`src/rtl/decode_stage_if.sv`:
```
// Decode-stage bus: fetch/decode fields, register-file read ports, forwarding
// sources, pipeline control and the decode/execute register outputs.
interface decode_stage_if #(parameter int WIDTH = 64);
    logic [2:0]       D_stat;
    logic [3:0]       D_icode, D_ifun, D_rA, D_rB;
    logic [WIDTH-1:0] D_valC, D_valP;

    logic [3:0]       rf_readRegA, rf_readRegB;
    logic [WIDTH-1:0] rf_readDataA, rf_readDataB;

    logic [3:0]       e_dstE, M_dstE, M_dstM, W_dstE, W_dstM;
    logic [WIDTH-1:0] e_valE, M_valE, m_valM, W_valE, W_valM;

    logic [3:0]       E_icode_in, E_dstM_in;
    logic             ext_bubble;
    logic             load_use_stall;

    logic [2:0]       E_stat;
    logic [3:0]       E_icode, E_ifun;
    logic [WIDTH-1:0] E_valC, E_valA, E_valB;
    logic [3:0]       E_dstE, E_dstM, E_srcA, E_srcB;

    modport master (
        output D_stat, D_icode, D_ifun, D_rA, D_rB, D_valC, D_valP,
        output rf_readDataA, rf_readDataB,
        output e_dstE, M_dstE, M_dstM, W_dstE, W_dstM,
        output e_valE, M_valE, m_valM, W_valE, W_valM,
        output E_icode_in, E_dstM_in, ext_bubble,
        input  rf_readRegA, rf_readRegB, load_use_stall,
        input  E_stat, E_icode, E_ifun, E_valC, E_valA, E_valB,
        input  E_dstE, E_dstM, E_srcA, E_srcB
    );

    modport slave (
        input  D_stat, D_icode, D_ifun, D_rA, D_rB, D_valC, D_valP,
        input  rf_readDataA, rf_readDataB,
        input  e_dstE, M_dstE, M_dstM, W_dstE, W_dstM,
        input  e_valE, M_valE, m_valM, W_valE, W_valM,
        input  E_icode_in, E_dstM_in, ext_bubble,
        output rf_readRegA, rf_readRegB, load_use_stall,
        output E_stat, E_icode, E_ifun, E_valC, E_valA, E_valB,
        output E_dstE, E_dstM, E_srcA, E_srcB
    );
endinterface

```
`src/rtl/decode_stage.sv`:
```
// Y86-64 decode stage: register ID decode, operand forwarding, load-use
// detection and the decode/execute pipeline register.
module decode_stage #(
    parameter int         WIDTH = 64,
    parameter logic [3:0] RSP   = 4'h4,
    parameter logic [3:0] RNONE = 4'hF
) (
    input logic           clock,
    input logic           reset,
    decode_stage_if.slave bus
);
    typedef struct packed {
        logic [2:0]       stat;
        logic [3:0]       icode;
        logic [3:0]       ifun;
        logic [WIDTH-1:0] valC;
        logic [WIDTH-1:0] valA;
        logic [WIDTH-1:0] valB;
        logic [3:0]       dstE;
        logic [3:0]       dstM;
        logic [3:0]       srcA;
        logic [3:0]       srcB;
    } deRegT;

    localparam deRegT BUBBLE = '{stat: 3'd1, icode: 4'h1, ifun: 4'h0,
                                 valC: '0, valA: '0, valB: '0,
                                 dstE: RNONE, dstM: RNONE, srcA: RNONE, srcB: RNONE};

    logic [3:0]       srcA, srcB, dstE, dstM;
    logic [WIDTH-1:0] valA, valB;
    logic             stall;
    deRegT            decoded, deReg;

    always_comb begin
        srcA = RNONE;
        srcB = RNONE;
        dstE = RNONE;
        dstM = RNONE;
        case (bus.D_icode)
            4'h2: begin srcA = bus.D_rA; dstE = bus.D_rB; end
            4'h3: dstE = bus.D_rB;
            4'h4: begin srcA = bus.D_rA; srcB = bus.D_rB; end
            4'h5: begin srcB = bus.D_rB; dstM = bus.D_rA; end
            4'h6: begin srcA = bus.D_rA; srcB = bus.D_rB; dstE = bus.D_rB; end
            4'h8: begin srcB = RSP; dstE = RSP; end
            4'h9: begin srcA = RSP; srcB = RSP; dstE = RSP; end
            4'hA: begin srcA = bus.D_rA; srcB = RSP; dstE = RSP; end
            4'hB: begin srcA = RSP; srcB = RSP; dstE = RSP; dstM = bus.D_rA; end
            default: ;
        endcase
    end

    // Nearest producer wins; W must be forwarded because the register file
    // writes on the same edge and its read data lags by a cycle.
    function automatic logic [WIDTH-1:0] fwd(input logic [3:0] src,
                                             input logic [WIDTH-1:0] rfData);
        if (src == RNONE)           return rfData;
        else if (src == bus.e_dstE) return bus.e_valE;
        else if (src == bus.M_dstM) return bus.m_valM;
        else if (src == bus.M_dstE) return bus.M_valE;
        else if (src == bus.W_dstM) return bus.W_valM;
        else if (src == bus.W_dstE) return bus.W_valE;
        else                        return rfData;
    endfunction

    always_comb begin
        valA = fwd(srcA, bus.rf_readDataA);
        if (bus.D_icode == 4'h7 || bus.D_icode == 4'h8) valA = bus.D_valP;
        valB = fwd(srcB, bus.rf_readDataB);
    end

    assign stall = (bus.E_icode_in == 4'h5 || bus.E_icode_in == 4'hB) &&
                   (bus.E_dstM_in != RNONE) &&
                   (bus.E_dstM_in == srcA || bus.E_dstM_in == srcB);

    assign decoded = '{stat: bus.D_stat, icode: bus.D_icode, ifun: bus.D_ifun,
                       valC: bus.D_valC, valA: valA, valB: valB,
                       dstE: dstE, dstM: dstM, srcA: srcA, srcB: srcB};

    // A stalled instruction is simply re-decoded next cycle from the held F/D register.
    always_ff @(posedge clock) begin
        if (reset || stall || bus.ext_bubble) deReg <= BUBBLE;
        else                                  deReg <= decoded;
    end

    assign bus.rf_readRegA    = srcA;
    assign bus.rf_readRegB    = srcB;
    assign bus.load_use_stall = stall;
    assign bus.E_stat         = deReg.stat;
    assign bus.E_icode        = deReg.icode;
    assign bus.E_ifun         = deReg.ifun;
    assign bus.E_valC         = deReg.valC;
    assign bus.E_valA         = deReg.valA;
    assign bus.E_valB         = deReg.valB;
    assign bus.E_dstE         = deReg.dstE;
    assign bus.E_dstM         = deReg.dstM;
    assign bus.E_srcA         = deReg.srcA;
    assign bus.E_srcB         = deReg.srcB;
endmodule

```
`src/flat_wrapper.sv`:
```
// flat-port wrapper written by rule: the top's interface ports become plain ports
module decode_stage_flat 
#(
    parameter int         WIDTH = 64,
    parameter logic [3:0] RSP   = 4'h4,
    parameter logic [3:0] RNONE = 4'hF
)
  (clock, reset, bus_D_stat, bus_D_icode, bus_D_ifun, bus_D_rA, bus_D_rB, bus_D_valC, bus_D_valP, bus_rf_readDataA, bus_rf_readDataB, bus_e_dstE, bus_M_dstE, bus_M_dstM, bus_W_dstE, bus_W_dstM, bus_e_valE, bus_M_valE, bus_m_valM, bus_W_valE, bus_W_valM, bus_E_icode_in, bus_E_dstM_in, bus_ext_bubble, bus_rf_readRegA, bus_rf_readRegB, bus_load_use_stall, bus_E_stat, bus_E_icode, bus_E_ifun, bus_E_valC, bus_E_valA, bus_E_valB, bus_E_dstE, bus_E_dstM, bus_E_srcA, bus_E_srcB);
  decode_stage_if #(.WIDTH(WIDTH)) bus_i ();
  input logic clock;
  input logic reset;
  input wire logic [$bits(bus_i.D_stat)-1:0] bus_D_stat;
  input wire logic [$bits(bus_i.D_icode)-1:0] bus_D_icode;
  input wire logic [$bits(bus_i.D_ifun)-1:0] bus_D_ifun;
  input wire logic [$bits(bus_i.D_rA)-1:0] bus_D_rA;
  input wire logic [$bits(bus_i.D_rB)-1:0] bus_D_rB;
  input wire logic [$bits(bus_i.D_valC)-1:0] bus_D_valC;
  input wire logic [$bits(bus_i.D_valP)-1:0] bus_D_valP;
  input wire logic [$bits(bus_i.rf_readDataA)-1:0] bus_rf_readDataA;
  input wire logic [$bits(bus_i.rf_readDataB)-1:0] bus_rf_readDataB;
  input wire logic [$bits(bus_i.e_dstE)-1:0] bus_e_dstE;
  input wire logic [$bits(bus_i.M_dstE)-1:0] bus_M_dstE;
  input wire logic [$bits(bus_i.M_dstM)-1:0] bus_M_dstM;
  input wire logic [$bits(bus_i.W_dstE)-1:0] bus_W_dstE;
  input wire logic [$bits(bus_i.W_dstM)-1:0] bus_W_dstM;
  input wire logic [$bits(bus_i.e_valE)-1:0] bus_e_valE;
  input wire logic [$bits(bus_i.M_valE)-1:0] bus_M_valE;
  input wire logic [$bits(bus_i.m_valM)-1:0] bus_m_valM;
  input wire logic [$bits(bus_i.W_valE)-1:0] bus_W_valE;
  input wire logic [$bits(bus_i.W_valM)-1:0] bus_W_valM;
  input wire logic [$bits(bus_i.E_icode_in)-1:0] bus_E_icode_in;
  input wire logic [$bits(bus_i.E_dstM_in)-1:0] bus_E_dstM_in;
  input wire logic [$bits(bus_i.ext_bubble)-1:0] bus_ext_bubble;
  output wire logic [$bits(bus_i.rf_readRegA)-1:0] bus_rf_readRegA;
  output wire logic [$bits(bus_i.rf_readRegB)-1:0] bus_rf_readRegB;
  output wire logic [$bits(bus_i.load_use_stall)-1:0] bus_load_use_stall;
  output wire logic [$bits(bus_i.E_stat)-1:0] bus_E_stat;
  output wire logic [$bits(bus_i.E_icode)-1:0] bus_E_icode;
  output wire logic [$bits(bus_i.E_ifun)-1:0] bus_E_ifun;
  output wire logic [$bits(bus_i.E_valC)-1:0] bus_E_valC;
  output wire logic [$bits(bus_i.E_valA)-1:0] bus_E_valA;
  output wire logic [$bits(bus_i.E_valB)-1:0] bus_E_valB;
  output wire logic [$bits(bus_i.E_dstE)-1:0] bus_E_dstE;
  output wire logic [$bits(bus_i.E_dstM)-1:0] bus_E_dstM;
  output wire logic [$bits(bus_i.E_srcA)-1:0] bus_E_srcA;
  output wire logic [$bits(bus_i.E_srcB)-1:0] bus_E_srcB;
  assign bus_i.D_stat = bus_D_stat;
  assign bus_i.D_icode = bus_D_icode;
  assign bus_i.D_ifun = bus_D_ifun;
  assign bus_i.D_rA = bus_D_rA;
  assign bus_i.D_rB = bus_D_rB;
  assign bus_i.D_valC = bus_D_valC;
  assign bus_i.D_valP = bus_D_valP;
  assign bus_i.rf_readDataA = bus_rf_readDataA;
  assign bus_i.rf_readDataB = bus_rf_readDataB;
  assign bus_i.e_dstE = bus_e_dstE;
  assign bus_i.M_dstE = bus_M_dstE;
  assign bus_i.M_dstM = bus_M_dstM;
  assign bus_i.W_dstE = bus_W_dstE;
  assign bus_i.W_dstM = bus_W_dstM;
  assign bus_i.e_valE = bus_e_valE;
  assign bus_i.M_valE = bus_M_valE;
  assign bus_i.m_valM = bus_m_valM;
  assign bus_i.W_valE = bus_W_valE;
  assign bus_i.W_valM = bus_W_valM;
  assign bus_i.E_icode_in = bus_E_icode_in;
  assign bus_i.E_dstM_in = bus_E_dstM_in;
  assign bus_i.ext_bubble = bus_ext_bubble;
  assign bus_rf_readRegA = bus_i.rf_readRegA;
  assign bus_rf_readRegB = bus_i.rf_readRegB;
  assign bus_load_use_stall = bus_i.load_use_stall;
  assign bus_E_stat = bus_i.E_stat;
  assign bus_E_icode = bus_i.E_icode;
  assign bus_E_ifun = bus_i.E_ifun;
  assign bus_E_valC = bus_i.E_valC;
  assign bus_E_valA = bus_i.E_valA;
  assign bus_E_valB = bus_i.E_valB;
  assign bus_E_dstE = bus_i.E_dstE;
  assign bus_E_dstM = bus_i.E_dstM;
  assign bus_E_srcA = bus_i.E_srcA;
  assign bus_E_srcB = bus_i.E_srcB;
  decode_stage #(.WIDTH(WIDTH), .RSP(RSP), .RNONE(RNONE)) u_core (.clock(clock), .reset(reset), .bus(bus_i));
endmodule
```
`config.mk`:
```
export PLATFORM = sky130hd
export DESIGN_NAME = decode_stage_flat
export DESIGN_NICKNAME = d
export VERILOG_FILES = /design/src/rtl/decode_stage_if.sv /design/src/rtl/decode_stage.sv /design/src/flat_wrapper.sv
export SDC_FILE = /design/constraint.sdc
export NUM_CORES = 1
export LEC_CHECK = 0
export ABC_AREA = 1
export ABC_CLOCK_PERIOD_IN_PS = 4500
export BUFFER_PORTS_ARGS = -buffer_cell sky130_fd_sc_hd__buf_2
export CORE_AREA = 2 2 332 334
export DETAILED_ROUTE_END_ITERATION = 7
export DIE_AREA = 0 0 334 336
export GPL_TIMING_DRIVEN = 0
export PLACE_DENSITY = 0.47
export RECOVER_POWER = 50
export SLEW_MARGIN = 20
export SYNTH_ARGS = -nofsm -noshare
export SYNTH_HDL_FRONTEND = slang
export SYNTH_SLANG_ARGS = --single-unit
```
`constraint.sdc`:
```
create_clock -name clock -period 4.5 [get_ports clock]
set_input_delay 0.9 -clock clock [delete_from_list [all_inputs] [get_ports clock]]
set_output_delay 0.9 -clock clock [all_outputs]
set_load 0.1 [all_outputs]
```
==> flow_summary.toml <==
[synthesis]
yosys.area.top_type = "dfxtp_1"
syn-num-nets = 3515
ys_top_cells_by_count = "nand2_1 (697), nand3_1 (588), inv_1 (478)"
avgSynthCellArea_um2 = 5.84
ys_ff_latch = 219
synth_edf_count = 0
async_reset_ff_frac = 0
syn_inst = 2889
yosysSeqAreaShare = 0.260
synth.most_common_cell = "nand2_1"
synth_area_leaders = "dfxtp_1 (26%), nand3_1 (17%), nand2_1 (16%)"
yosysWarnings = 0
netlist.area_leader.share = 0.260
syn_area_um2 = 16900
synth.distinct_cells = 38
synthFlopType = "dfxtp_1"

[clock_network]
cts_sinks = 219
htree_levels = 1
cts_hold_buf = 0
cts.path.max_buffers = 3
clkTransAtPathRegs_ps = 60
cts_inserted_buffers = 30
cts_setup_buffers = 0
root_buffer = "clkbuf_16"
cts_resized = 0
cts_tree = "yes"

[routing]
vias = 23304
drtPass1Iterations = 8
drtIter0Drc = 1774
antenna_left = 0
finalWirelength_mm = 129
vias_per_cell = 4.45
drc_errors = 0
routedWlPerCell_um = 24.6

[floorplanning]
ioPinCount = 854
die_x_um = 334
die_h_um = 336
initial_core_util = 0.156
coreArea_um2 = 108000
dieArea_um2 = 112000
rows = 121

[timing]
hold_violations = 0
fmax_mhz = 268
setup_viol = 0
period_minus_slack_ps = 3730
drv_slew = 2
fin_crit_sh = 0.829
fin_hold_ws_ps = 479
rsz0062_at_grt = "no"
worstMarginPinSlew_ps = 1610
relSlewSlack = -0.0658

[outcome]
status = "finished, violations left"
violations = "capacitance limit, slew limit"

[hold_path]
hold_end = "u_core.bus.E_valC[56]"
holdCritPathClass = "in -> reg"
whs_path_depth = 3
hold_start = "bus_D_valC[56]"

[layout]
nFillCells = 12877
layout-drive-gt1-share = 0.251
final_nets = 4403
area_delta_synth_final_pct = 41.2
stdcell_count = 5238

[grt]
grt_max_degree = 17
met2_usage = 0.380
met1_usage = 0.257
use_met3 = 0.0624
grt_busiest_layer = "met2"
gr-usage-all-layers = 0.218
gr-total-overflow = 0
grt_pass1_vias = 22190
grt_pass1_wl_mm = 172
antenna_found_initial = 62

[pwr]
powerDensity_nw_per_um2 = 346
vdd_ir_drop_max_v = 0.000327
p_leak_nw = 12.2

[setup_path]
arrival_ps = 2830
end_kind = "primary output"
worstPathMaxFanout = 8
crit_required_ps = 3600
start_kind = "primary input"
path_class = "in -> out"

[placed_design]
portBuffers = 853
hpwl_mm = 103
placed_cells = 5158
place.gp.congestion = 0.927

[job]
maxCapViolCount = 3
## stage by stage
stage               setup slack (ps)  power, W  instance area, um2  utilization  setup TNS, ps
CTS                              916   0.00836               24000        0.222              0
global route                     648   0.00864               23800        0.219              0
finish                           769   0.00825               23800        0.220              0
floorplan                        851   0.00436               16900            -              0
detailed placement               351   0.00561               23000        0.212              0
global placement                -387   0.00560               22900        0.211         -11170
## cells in the final DEF, fill, tap and decap left out, types with 22 or more instances in the layout
cell,n
a21oi_1,88
a21oi_2,51
buf_2,720
buf_4,29
buf_6,26
clkbuf_1,285
clkbuf_16,30
dfxtp_1,219
diode_2,23
inv_1,479
nand2_1,698
nand3_1,588
nor2_1,84
o21ai_0,187
o21ai_1,134
or2_0,30
or2_2,22
## per-layer routing
layer  routed length, um  up-vias
met5                 302        -
met4                3770       40
met3               11400      236
met2               62100     1253
met1               51100    10854
li1                    -    10921
## logic make-up (layout without fill, tap and decap cells)
| kind of cell | after synthesis | in the layout | synth area share |
|---|---|---|---|
| AND/OR/NAND/NOR | 1473 | 1473 | 0.393 |
| flip-flops | 219 | 219 | 0.260 |
| buffers and inverters | 705 | 1617 | 0.182 |
| XOR/XNOR | 24 | 24 | 0.0125 |
| AO/OA/AOI/OAI | 468 | 468 | 0.152 |
| other | 0 | 23 | 0 |
## worst max-delay path by stage
stage,start,end,slack [ps],cells past startpoint
2_1_floorplan,bus_D_icode[3],bus_load_use_stall,850,9
3_3_place_gp,bus_D_icode[0],u_core.bus.E_valA[45],-390,9
3_5_place_dp,bus_D_icode[0],u_core.bus.E_valA[45],350,10
4_1_cts,bus_D_icode[2],bus_load_use_stall,920,10
5_1_grt,bus_D_icode[2],bus_load_use_stall,650,10
6_report,bus_D_icode[2],bus_load_use_stall,770,9
## final cells by class
type                       count  area (um2)  share of cell area
tap                         1414        1770              0.0743
clock inverter                18         259              0.0109
multi-input combinational   1965        9410               0.395
timing repair buffer         856        4050               0.170
buffer                       212        1210              0.0509
antenna                       23        57.6             0.00242
inverter                     493        1860              0.0782
sequential                   219        4380               0.184
clock buffer                  38         821              0.0344
## power by group
part / internal, W / total [W] / switching, W
combinational: 0.000818 / 0.00345 / 0.00263
sequential: 0.00207 / 0.00211 / 0.0000397
clock: 0.00158 / 0.00269 / 0.00111
## registers in the layout, summed over array words and instances, names as in the netlist
register,count
u_core.bus.E_dstE,4
u_core.bus.E_valC,64
u_core.bus.E_stat,3
u_core.bus.E_valA,64
u_core.bus.E_srcA,4
u_core.bus.E_ifun,4
u_core.bus.E_icode,4
u_core.bus.E_dstM,4
u_core.bus.E_srcB,4
u_core.bus.E_valB,64
## critical path, cell delays in order
cell and delay, ps:
buf_2 160, nor2_4 220, nand2_1 300, nand2_4 270, xor2_1 180, o2111ai_1 140
a21o_1 190, inv_1 50, buf_2 410
No activity file was read; power rests on OpenSTA's default activity.
